### config.mk
export PLATFORM = sky130hd
export DESIGN_NAME = fetch_sequencer_flat
export DESIGN_NICKNAME = d
export VERILOG_FILES = /design/src/rtl/fetch_sequencer_if.sv /design/src/rtl/fetch_sequencer.sv /design/src/flat_wrapper.sv
export SDC_FILE = /design/constraint.sdc
export NUM_CORES = 1
export LEC_CHECK = 0
export ABC_AREA = 1
export BUFFER_PORTS_ARGS = -buffer_cell sky130_fd_sc_hd__clkbuf_2
export CORE_MARGIN = 3
export CORE_UTILIZATION = 45
export DETAILED_ROUTE_END_ITERATION = 10
export GPL_TIMING_DRIVEN = 0
export MAX_ROUTING_LAYER = met4
export PLACE_DENSITY = 0.78
export SETUP_SLACK_MARGIN = 0.02
export SYNTH_ARGS = -nofsm -noshare
export SYNTH_HDL_FRONTEND = slang
export SYNTH_SLANG_ARGS = --single-unit
### constraint.sdc
create_clock -name fetch_clk -period 1.97 [get_ports fetch_clk]
set_input_delay 0.197 -clock fetch_clk [delete_from_list [all_inputs] [get_ports fetch_clk]]
set_output_delay 0.197 -clock fetch_clk [all_outputs]
set_load 0.03 [all_outputs]
### src/rtl/fetch_sequencer_if.sv
// Bundles the PC control, instruction-memory and decode handshake signals.
// The sequencer side uses the master modport; the environment uses the slave modport.
interface fetch_sequencer_if #(
  parameter int DATA_W = 16
);
  logic              fetch_start;
  logic              fetch_halt;
  logic              fetch_busy;
  logic [DATA_W-1:0] pc_value;
  logic              pc_rd_en;
  logic              pc_wr_en;
  logic [DATA_W-1:0] pc_load_val;
  logic              pc_count;
  logic              pc_dir;
  logic [DATA_W-1:0] mem_addr;
  logic              mem_rd_req;
  logic              mem_rd_ack;
  logic [DATA_W-1:0] mem_rd_data;
  logic [DATA_W-1:0] ir_out;
  logic              ir_valid;
  logic              ir_ready;

  modport master (
    input  fetch_start, fetch_halt, pc_value, mem_rd_ack, mem_rd_data, ir_ready,
    output fetch_busy, pc_rd_en, pc_wr_en, pc_load_val, pc_count, pc_dir,
           mem_addr, mem_rd_req, ir_out, ir_valid
  );

  modport slave (
    output fetch_start, fetch_halt, pc_value, mem_rd_ack, mem_rd_data, ir_ready,
    input  fetch_busy, pc_rd_en, pc_wr_en, pc_load_val, pc_count, pc_dir,
           mem_addr, mem_rd_req, ir_out, ir_valid
  );
endinterface

### src/rtl/fetch_sequencer.sv
// Instruction-fetch controller: reads the PC, fetches a word, resolves the two jump
// forms internally and hands ordinary instructions to decode over valid/ready.
module fetch_sequencer #(
  parameter int          DATA_W      = 16,
  parameter logic [3:0]  JMP_ABS_OPC = 4'hC,
  parameter logic [3:0]  BR_IMM_OPC  = 4'hD
) (
  input  logic            fetch_clk,
  input  logic            fetch_rst,
  fetch_sequencer_if.master bus
);

  typedef enum logic [3:0] {
    IDLE,
    PC_RD,
    PC_WAIT,
    MEM_REQ,
    DECODE,
    TGT_REQ,
    JUMP,
    ISSUE,
    ADVANCE
  } state_t;

  state_t            r_state;
  state_t            w_state_next;
  logic              r_pc_rd_en;
  logic              r_pc_wr_en;
  logic              r_pc_count;
  logic [DATA_W-1:0] r_pc_load_val;
  logic [DATA_W-1:0] r_mem_addr;
  logic              r_mem_rd_req;
  logic [DATA_W-1:0] r_ir_out;
  logic              r_ir_valid;
  logic              r_halt_pending;

  logic [3:0]        w_opcode;
  logic              w_halt;
  logic [DATA_W-1:0] w_branch_target;

  assign w_opcode        = r_ir_out[DATA_W-1 -: 4];
  assign w_branch_target = {{(DATA_W-12){1'b0}}, r_ir_out[11:0]};
  // A halt raised in the very cycle that finishes an instruction still takes effect.
  assign w_halt          = r_halt_pending | bus.fetch_halt;

  always_comb begin
    w_state_next = r_state;
    unique case (r_state)
      IDLE:    if (bus.fetch_start) w_state_next = PC_RD;
      PC_RD:   w_state_next = PC_WAIT;
      PC_WAIT: w_state_next = MEM_REQ;
      MEM_REQ: if (bus.mem_rd_ack) w_state_next = DECODE;
      DECODE: begin
        if (w_opcode == JMP_ABS_OPC)     w_state_next = TGT_REQ;
        else if (w_opcode == BR_IMM_OPC) w_state_next = JUMP;
        else                             w_state_next = ISSUE;
      end
      TGT_REQ: if (bus.mem_rd_ack) w_state_next = JUMP;
      ISSUE:   if (bus.ir_ready) w_state_next = ADVANCE;
      JUMP, ADVANCE: w_state_next = w_halt ? IDLE : PC_RD;
      default: w_state_next = IDLE;
    endcase
  end

  // Strobes are registered from the next state so each is high exactly while in its state.
  always_ff @(posedge fetch_clk or posedge fetch_rst) begin
    if (fetch_rst) begin
      r_state        <= IDLE;
      r_pc_rd_en     <= 1'b0;
      r_pc_wr_en     <= 1'b0;
      r_pc_count     <= 1'b0;
      r_pc_load_val  <= '0;
      r_mem_addr     <= '0;
      r_mem_rd_req   <= 1'b0;
      r_ir_out       <= '0;
      r_ir_valid     <= 1'b0;
      r_halt_pending <= 1'b0;
    end else begin
      r_state      <= w_state_next;
      r_pc_rd_en   <= (w_state_next == PC_RD);
      r_pc_wr_en   <= (w_state_next == JUMP);
      r_pc_count   <= (w_state_next == ADVANCE);
      r_mem_rd_req <= (w_state_next == MEM_REQ) || (w_state_next == TGT_REQ);
      r_ir_valid   <= (w_state_next == ISSUE);

      if (w_state_next == IDLE)
        r_halt_pending <= 1'b0;
      else if ((r_state != IDLE) && bus.fetch_halt)
        r_halt_pending <= 1'b1;

      unique case (r_state)
        PC_WAIT: r_mem_addr <= bus.pc_value;
        MEM_REQ: if (bus.mem_rd_ack) r_ir_out <= bus.mem_rd_data;
        DECODE: begin
          if (w_opcode == JMP_ABS_OPC)
            r_mem_addr <= r_mem_addr + DATA_W'(1);
          else if (w_opcode == BR_IMM_OPC)
            r_pc_load_val <= w_branch_target;
        end
        TGT_REQ: if (bus.mem_rd_ack) r_pc_load_val <= bus.mem_rd_data;
        default: ;
      endcase
    end
  end

  assign bus.pc_rd_en    = r_pc_rd_en;
  assign bus.pc_wr_en    = r_pc_wr_en;
  assign bus.pc_count    = r_pc_count;
  assign bus.pc_dir      = 1'b0;
  assign bus.pc_load_val = r_pc_load_val;
  assign bus.mem_addr    = r_mem_addr;
  assign bus.mem_rd_req  = r_mem_rd_req;
  assign bus.ir_out      = r_ir_out;
  assign bus.ir_valid    = r_ir_valid;
  assign bus.fetch_busy  = (r_state != IDLE);

endmodule

### src/flat_wrapper.sv
// flat-port wrapper written by rule: the top's interface ports become plain ports
module fetch_sequencer_flat 
#(
  parameter int          DATA_W      = 16,
  parameter logic [3:0]  JMP_ABS_OPC = 4'hC,
  parameter logic [3:0]  BR_IMM_OPC  = 4'hD
)
  (fetch_clk, fetch_rst, bus_fetch_start, bus_fetch_halt, bus_pc_value, bus_mem_rd_ack, bus_mem_rd_data, bus_ir_ready, bus_fetch_busy, bus_pc_rd_en, bus_pc_wr_en, bus_pc_load_val, bus_pc_count, bus_pc_dir, bus_mem_addr, bus_mem_rd_req, bus_ir_out, bus_ir_valid);
  fetch_sequencer_if #(.DATA_W(DATA_W)) bus_i ();
  input  logic fetch_clk;
  input  logic fetch_rst;
  input wire logic [$bits(bus_i.fetch_start)-1:0] bus_fetch_start;
  input wire logic [$bits(bus_i.fetch_halt)-1:0] bus_fetch_halt;
  input wire logic [$bits(bus_i.pc_value)-1:0] bus_pc_value;
  input wire logic [$bits(bus_i.mem_rd_ack)-1:0] bus_mem_rd_ack;
  input wire logic [$bits(bus_i.mem_rd_data)-1:0] bus_mem_rd_data;
  input wire logic [$bits(bus_i.ir_ready)-1:0] bus_ir_ready;
  output wire logic [$bits(bus_i.fetch_busy)-1:0] bus_fetch_busy;
  output wire logic [$bits(bus_i.pc_rd_en)-1:0] bus_pc_rd_en;
  output wire logic [$bits(bus_i.pc_wr_en)-1:0] bus_pc_wr_en;
  output wire logic [$bits(bus_i.pc_load_val)-1:0] bus_pc_load_val;
  output wire logic [$bits(bus_i.pc_count)-1:0] bus_pc_count;
  output wire logic [$bits(bus_i.pc_dir)-1:0] bus_pc_dir;
  output wire logic [$bits(bus_i.mem_addr)-1:0] bus_mem_addr;
  output wire logic [$bits(bus_i.mem_rd_req)-1:0] bus_mem_rd_req;
  output wire logic [$bits(bus_i.ir_out)-1:0] bus_ir_out;
  output wire logic [$bits(bus_i.ir_valid)-1:0] bus_ir_valid;
  assign bus_i.fetch_start = bus_fetch_start;
  assign bus_i.fetch_halt = bus_fetch_halt;
  assign bus_i.pc_value = bus_pc_value;
  assign bus_i.mem_rd_ack = bus_mem_rd_ack;
  assign bus_i.mem_rd_data = bus_mem_rd_data;
  assign bus_i.ir_ready = bus_ir_ready;
  assign bus_fetch_busy = bus_i.fetch_busy;
  assign bus_pc_rd_en = bus_i.pc_rd_en;
  assign bus_pc_wr_en = bus_i.pc_wr_en;
  assign bus_pc_load_val = bus_i.pc_load_val;
  assign bus_pc_count = bus_i.pc_count;
  assign bus_pc_dir = bus_i.pc_dir;
  assign bus_mem_addr = bus_i.mem_addr;
  assign bus_mem_rd_req = bus_i.mem_rd_req;
  assign bus_ir_out = bus_i.ir_out;
  assign bus_ir_valid = bus_i.ir_valid;
  fetch_sequencer #(.DATA_W(DATA_W), .JMP_ABS_OPC(JMP_ABS_OPC), .BR_IMM_OPC(BR_IMM_OPC)) u_core (.fetch_clk(fetch_clk), .fetch_rst(fetch_rst), .bus(bus_i));
endmodule
Word level (Yosys, flattened, before mapping)

Cells that the tools add are included.

Bits in registers: 58
Input port bits: 38
Output and inout bits: 55
Logic and storage cells: 60

Add/sub/neg operators: 1
Equal/unequal tests: 20
Muxes and demuxes: 16
Bitwise logic cells: 1
Reductions and logical operators: 12

Operators by type and width:

| kind                    | number |
|---|---|
| $mux W16                | 4 |
| $pmux W16 S2            | 2 |
| $pmux W4 S8             | 1 |
| $eq A4 B3 Y1 const B    | 7 |
| $mux W4                 | 5 |
| $add A16 B1 Y16 const B | 1 |
| $eq A4 B4 Y1 const B    | 4 |
| $eq A4 B2 Y1 const B    | 3 |
| $eq A4 B1 Y1 const B    | 2 |
| $logic_not A4 Y1        | 2 |
| $reduce_bool A2 Y1      | 3 |
| $mux W1                 | 4 |
| $ne A2 B1 Y1 const B    | 2 |
| $ne A2 B2 Y1 const B    | 2 |
| $reduce_and A2 Y1       | 2 |
| $reduce_and A4 Y1       | 1 |
| $reduce_bool A4 Y1      | 1 |
| $reduce_or A2 Y1        | 1 |
| $logic_and A1 B1 Y1     | 1 |
| $logic_or A1 B1 Y1      | 1 |
| $or A1 B1 Y1            | 1 |

Logic depth before layout (Yosys ltp)

Gate-level depths: netlist of run 1.

Word-level depth: 6
Gate-level depth with buffers: 9
Mapped depth without buffers: 9

Worst setup path after synthesis of run 1

OpenSTA, ideal clock, no wires.

Kind: reg2reg
From: register u_core.r_mem_addr[0] (netlist: u_core.bus.mem_addr[0])
To: register u_core.r_mem_addr[10] (netlist: u_core.bus.mem_addr[10])
Arrival: 1.573 ns
Required time: 1.853 ns
Setup slack: 0.280 ns
Cell stages (with the launch flop): 9
Path buffers: 0
Path through: dfrtp_1 -> ha_1 -> nand2_1 -> nor3_1 -> nand2_1 -> xor2_1 -> nand2_1 -> nand2_1 -> nand2_1

Cells in the longest elaborated chain, start to end: 3

Ends and longest elaborated chain:

| item                   | RTL line              | RTL |
|---|---|---|
| start, declared        | fetch_sequencer.sv:31 | `logic [DATA_W-1:0] r_mem_addr;` |
| start signal, assigned | fetch_sequencer.sv:92 | `PC_WAIT: r_mem_addr <= bus.pc_value;` |
| start signal, assigned | fetch_sequencer.sv:96 | `r_mem_addr <= r_mem_addr + DATA_W'(1);` |
| $add A16 B1 Y16        | fetch_sequencer.sv:96 |  |
| $mux W16               | fetch_sequencer.sv:95 | `if (w_opcode == JMP_ABS_OPC)` |
| $pmux W16 S2           | fetch_sequencer.sv:91 | `unique case (r_state)` |

No other way between the ends. The select of a mux whose other input is x is not followed.
A chain may end at the register's enable or synchronous reset.

Worst setup path in the final report of run 1

From: register u_core.r_state[3]
To: register u_core.r_mem_addr[11] (netlist: u_core.bus.mem_addr[11])

Cells in the longest elaborated chain, start to end: 3

Ends and longest elaborated chain:

| item                                                                | RTL line              | RTL |
|---|---|---|
| start, declared                                                     | fetch_sequencer.sv:25 | `state_t r_state;` |
| start signal, assigned                                              | fetch_sequencer.sv:79 | `r_state <= w_state_next;` |
| $eq A4 B3 Y1 or $eq A4 B2 Y1 (tied branches)                        | fetch_sequencer.sv:91 |  |
| $ne A2 B1 Y1 (no source line) or $reduce_bool A2 Y1 (tied branches) | n/a                   |  |
| $reduce_and A2 Y1 (no source line)                                  | n/a                   |  |

Parallel ways exist; a longest one is shown, timed or not.

==> impl_metrics.yaml, run 1 <==
timing:
  period_needed_ps: 1680
  fin_tns_setup_ps: 0
  hold_violations: 0
  period_share: 0.851
  rsz0062_at_grt: "no"
  setup_violations: 0
  slew_headroom: 0.662
  max_freq_mhz: 597
  fin_ws_ps: 294
  tightest_slew_ps: 507
  drv_slew: 0
  fin_skew_ps: 6.21
critical_path:
  crit_path_top_delay_cell: "dfrtp_1"
  start_kind: "flop"
  crit_required_ps: 2200
  crit_family: "simple AND/OR/NAND/NOR gates"
  cp.arrival_ps: 1900
  crit_path_max_incr_delay_ps: 460
  criticalPathCategory: "reg2reg"
  crit_chain: "nor2_2, nand2_1, o21ai_4, inv_2, buf_6, a21oi_1, nor2_1"
  path_max_fanout: 10
  crit_path_end_kind: "flop"
  critPathBufInv: 2
grt:
  overflow: 0
  gr-usage-all-layers: 0.210
  antenna_found_initial: 0
  grt_pass1_vias: 2608
  grt_max_degree: 38
  grt_pass1_wl_um: 12200
clock_network:
  clock-root-buffer: "clkbuf_8"
  cts_tree: "built"
  clock_sinks: 58
  cts_max_level: 3
  clockBufferDepth: 2
  clk_latency_ps: 340
  cts_buffers: 9
  post-cts-setup-buffers: 0
  clk_pin_slew_worst_paths_ps: 70
placement:
  dp_hpwl_um: 5440
  io_buffers: 91
  dp_cells: 520
  dpl_cell_area_um2: 3540
  pre_cts_slack_ps: 263
  place.gp.congestion: 0.952
routing:
  drt-total-wl_um: 7320
  drt_iter0_markers: 191
  antenna_left: 0
  routed_via_density: 5.16
  vias: 2773
  first_pass_iters: 5
  drc_errors: 0
  wl_per_cell_um: 13.6
floorplanning:
  die-area_um2: 7620
  core-area_um2: 6170
  die_y_um: 87.3
  ios: 93
  initial_core_util: 0.482
  die_w_um: 87.3
  rows: 28
logic_synthesis:
  synth_cells: 353
  synth_seq_cells: 58
  async_flop_share: 1.00
  synth.area.top_cells: "dfrtp_1, nand2_1, nor2_1"
  synth_fp_nets: 392
  netlist_area_um2: 2970
  synth_edf_count: 0
  synth_top_area_frac: 0.488
  ys_top_cells_by_count: "nand2_1, dfrtp_1, nor2_1"
  synth_ff_type: "dfrtp_1"
  synth_cell_types: 34
  yosysTopAreaCell: "dfrtp_1"
  syn_avg_cell_area_um2: 8.43
  ys_seq_area_frac: 0.488
  yosysWarnings: 0
  synth_most_common_cell: "nand2_1"
layout:
  drive_above_1_share: 0.329
  layout.cells.non_filler: 537
  area_growth_pct: 27.7
  n_antenna_cell: 0
  design_area_um2: 3800
  fin_nets: 496
  nFillCells: 550
job:
  drv_cap: 0
power:
  power_mw: 7.00
  leakagePower_nw: 1.92
  ir_drop_mv: 1.07
  p_per_area_nw_per_um2: 1840
worst_hold_path:
  hp-class: "in2reg"
outcome:
  status: "finished clean"
report_power, final:
group	switching, mW	leakage (nW)	internal, mW	total, mW
Clock	0.505	0.120	0.840	1.34
Sequential	0.456	0.687	1.72	2.17
Combinational	2.37	1.12	1.11	3.48
Total	3.33	1.92	3.67	7.00
logic make-up after synthesis:
family,Yosys count,share of synthesized area
buffers and inverters,39,0.0614
AND/OR/NAND/NOR,189,0.284
adder cells (fa/ha/maj),1,0.00421
other,1,0.00126
flip-flops,58,0.488
AO/OA/AOI/OAI,47,0.0951
multiplexers,15,0.0568
XOR/XNOR,3,0.00884
cells in the final DEF, fill, tap and decap left out, types with 2 or more instances in the layout:
cell / netlist / final
a21oi_1: 11 / 11
a22oi_1: 2 / 2
a31oi_1: 13 / 13
buf_2: 5 / 5
buf_4: 4 / 4
buf_6: 2 / 2
bufinv_16: 0 / 3
clkbuf_2: 0 / 91
clkbuf_8: 0 / 9
clkinv_2: 0 / 2
dfrtp_1: 58 / 58
inv_1: 25 / 24
inv_2: 2 / 3
mux2_2: 15 / 15
nand2_1: 85 / 85
nand3_1: 25 / 25
nand3_4: 2 / 2
nand4_1: 5 / 5
nor2_1: 51 / 51
nor2_2: 6 / 6
nor3_1: 7 / 6
o21ai_0: 16 / 16
o21ai_4: 2 / 2
or2_2: 2 / 2
xor2_1: 2 / 2
cell type report:
| type | count | area, um2 | area share |
|---|---|---|---|
| buffer | 12 | 81.3 | 0.0214 |
| clock buffer | 9 | 124 | 0.0326 |
| clock inverter | 7 | 116 | 0.0306 |
| inverter | 27 | 101 | 0.0267 |
| multi-input combinational | 256 | 1350 | 0.354 |
| sequential | 58 | 1450 | 0.382 |
| tap | 75 | 93.8 | 0.0247 |
| timing repair buffer | 93 | 485 | 0.128 |
final timing paths:
check,start,endpoint,slack [ps],cells past startpoint
worst max-delay path,u_core.r_state[3],u_core.bus.mem_addr[11],290,7
worst min-delay path,bus_mem_rd_data[2],u_core.bus.ir_out[2],110,2
worst max register to register,u_core.r_state[3],u_core.bus.mem_addr[11],290,7
worst min register to register,u_core.r_halt_pending,u_core.r_halt_pending,530,2
max in group asynchronous,fetch_rst,u_core.r_halt_pending,990,4
min in group asynchronous,fetch_rst,u_core.bus.pc_load_val[14],420,3
registers in the layout, indices dropped and copies added, names as in the netlist:
register	flops
u_core.r_halt_pending	1
u_core.bus.pc_load_val	16
u_core.bus.pc_wr_en	1
u_core.r_state	4
u_core.bus.ir_out	16
u_core.bus.pc_rd_en	1
u_core.bus.mem_rd_req	1
u_core.bus.ir_valid	1
u_core.bus.pc_count	1
u_core.bus.mem_addr	16
repair_timing:
item,in CTS,in global routing
resized for setup,0,1
hold buffers,1,0
endpoints found under the setup margin,0,1
hold endpoints to repair,21,0
metrics by stage:
| stage | utilization | hold WS, ps |
|---|---|---|
| floorplan | - | 344 |
| global placement | 0.571 | 449 |
| detailed placement | 0.575 | 242 |
| CTS | 0.615 | 89.6 |
| global route | 0.616 | 96.9 |
| finish | 0.616 | 105 |
metal layers:
metal / up-vias / routed length [um] / global-route usage
li1: 1371 / - / -
met1: 1255 / 3000 / 0.255
met2: 123 / 3440 / 0.329
met3: 24 / 704 / 0.0549
met4: 0 / 182 / 0.0934
met5: - / 0 / -
Power figures use the tool's default switching activity.
==> inputs of run 2 (changes only) <==
- CORE_ASPECT_RATIO: default -> 1.75
==> run 2 against run 1 <==
  * Wire length is 5.2% higher
  * Final cell count grew 0.93%
  * Combinational power is essentially flat
  * Maximum frequency is 2.7% lower
  * First-iteration DRC count grew 3.7%
  * Non-clock buffer count unchanged
  * Die area is 0.51% higher
  * Largest power group unchanged
  * Highest routed layer unchanged
==> impl_metrics.yaml, run 2 (synthesis gave the netlist of run 1 again) <==
floorplanning:
  rows: 38
  die_w_um: 67.5
  core-area_um2: 6320
  die-area_um2: 7660
  initial_core_util: 0.470
  ios: 93
  die_y_um: 114
critical_path:
  crit_required_ps: 2170
  criticalPathCategory: "reg2reg"
  crit_path_end_kind: "flop"
  cp.arrival_ps: 1930
  start_kind: "flop"
  path_max_fanout: 10
job:
  drv_cap: 0
clock_network:
  clock-root-buffer: "clkbuf_8"
  post-cts-setup-buffers: 0
  clockBufferDepth: 2
  cts_buffers: 9
  clock_sinks: 58
  cts_max_level: 3
  clk_pin_slew_worst_paths_ps: 70
  clk_latency_ps: 330
  cts_tree: "built"
grt:
  grt_pass1_vias: 2833
  gr-usage-all-layers: 0.227
  overflow: 0
  antenna_found_initial: 0
  grt_max_degree: 43
  grt_pass1_wl_um: 12800
routing:
  vias: 2834
  routed_via_density: 5.23
  antenna_left: 0
  drt_iter0_markers: 198
  wl_per_cell_um: 14.2
  first_pass_iters: 4
  drt-total-wl_um: 7700
  drc_errors: 0
layout:
  layout.cells.non_filler: 542
  final_common_cell: "clkbuf_2"
  fin_nets: 496
  drive_above_1_share: 0.327
  nFillCells: 571
  n_antenna_cell: 0
  area_growth_pct: 26.8
  layout_common_cells: "clkbuf_2, nand2_1, dfrtp_1"
power:
  leakagePower_nw: 1.90
  ir_drop_mv: 0.928
  power_mw: 6.82
  p_per_area_nw_per_um2: 1810
timing:
  rsz0062_at_grt: "no"
  period_share: 0.874
  drv_slew: 0
  setup_violations: 0
  fin_skew_ps: 7.08
  fin_tns_setup_ps: 0
  period_needed_ps: 1720
  max_freq_mhz: 581
  hold_violations: 0
outcome:
  status: "finished clean"
placement:
  place.gp.congestion: 0.913
  dp_hpwl_um: 5820
  dp_cells: 525
  io_buffers: 91
worst_hold_path:
  hp-class: "in2reg"
run 2: changes by cell type in the layout (fill, tap and decap cells not counted), sizes merged:
cell and delta:
inv -1, clkbuf +3, bufinv -2, clkinv -1, clkinvlp +1
run 2: final cells by class:
class	count	area [um2]	area share
sequential	58	1450	0.385
multi-input combinational	256	1350	0.357
timing repair buffer	93	485	0.129
clock buffer	12	155	0.0412
inverter	27	101	0.0269
tap	80	100	0.0266
buffer	12	81.3	0.0216
clock inverter	4	50.0	0.0133
run 2: metal layers:
metal | track usage | vias up | wire (um)
met5 | - | - | 0
met4 | 0.133 | 0 | 97
met3 | 0.0502 | 13 | 556
met2 | 0.384 | 131 | 4210
met1 | 0.232 | 1323 | 2840
li1 | - | 1367 | -
run 2: what timing repair did:
action                                  CTS  global route
hold buffers                              1             0
endpoints found under the setup margin    0             2
endpoints found under the hold margin    16             0
resized for setup                         0             1
run 2: metrics by stage:
stage	instance area (um2)	worst slack, ps	util	hold WS [ps]
global route	3770	127	0.596	90.2
detailed placement	3550	185	0.561	202
CTS	3760	176	0.595	79.3
floorplan	2970	280	-	344
finish	3770	248	0.596	102
global placement	3530	-379	0.558	446
run 2: worst max-delay path, cell delays in order (launching register included):
cell and delay [ps]:
dfrtp_1 460, nor2_2 300, nand2_1 190, o21ai_4 170, inv_2 130, buf_6 170, nand2_1 70, o21ai_0 90
run 2: report_power, final:
| group | total [mW] | internal [mW] | switching (mW) |
|---|---|---|---|
| Combinational | 3.51 | 1.12 | 2.40 |
| Clock | 1.14 | 0.651 | 0.487 |
| Sequential | 2.17 | 1.72 | 0.453 |
| Total | 6.82 | 3.48 | 3.34 |
run 2: path summary, 6_finish.rpt:
check / slack, ps / end / from / cells after the start
max in group asynchronous: 1010 / u_core.bus.pc_count / fetch_rst / 4
setup / recovery: 250 / u_core.bus.mem_addr[7] / u_core.r_state[3] / 7
setup reg to reg: 250 / u_core.bus.mem_addr[7] / u_core.r_state[3] / 7
hold / removal: 100 / u_core.bus.mem_addr[1] / bus_pc_value[1] / 3
min in group asynchronous: 390 / u_core.bus.mem_addr[0] / fetch_rst / 3
hold reg to reg: 510 / u_core.r_halt_pending / u_core.r_halt_pending / 2
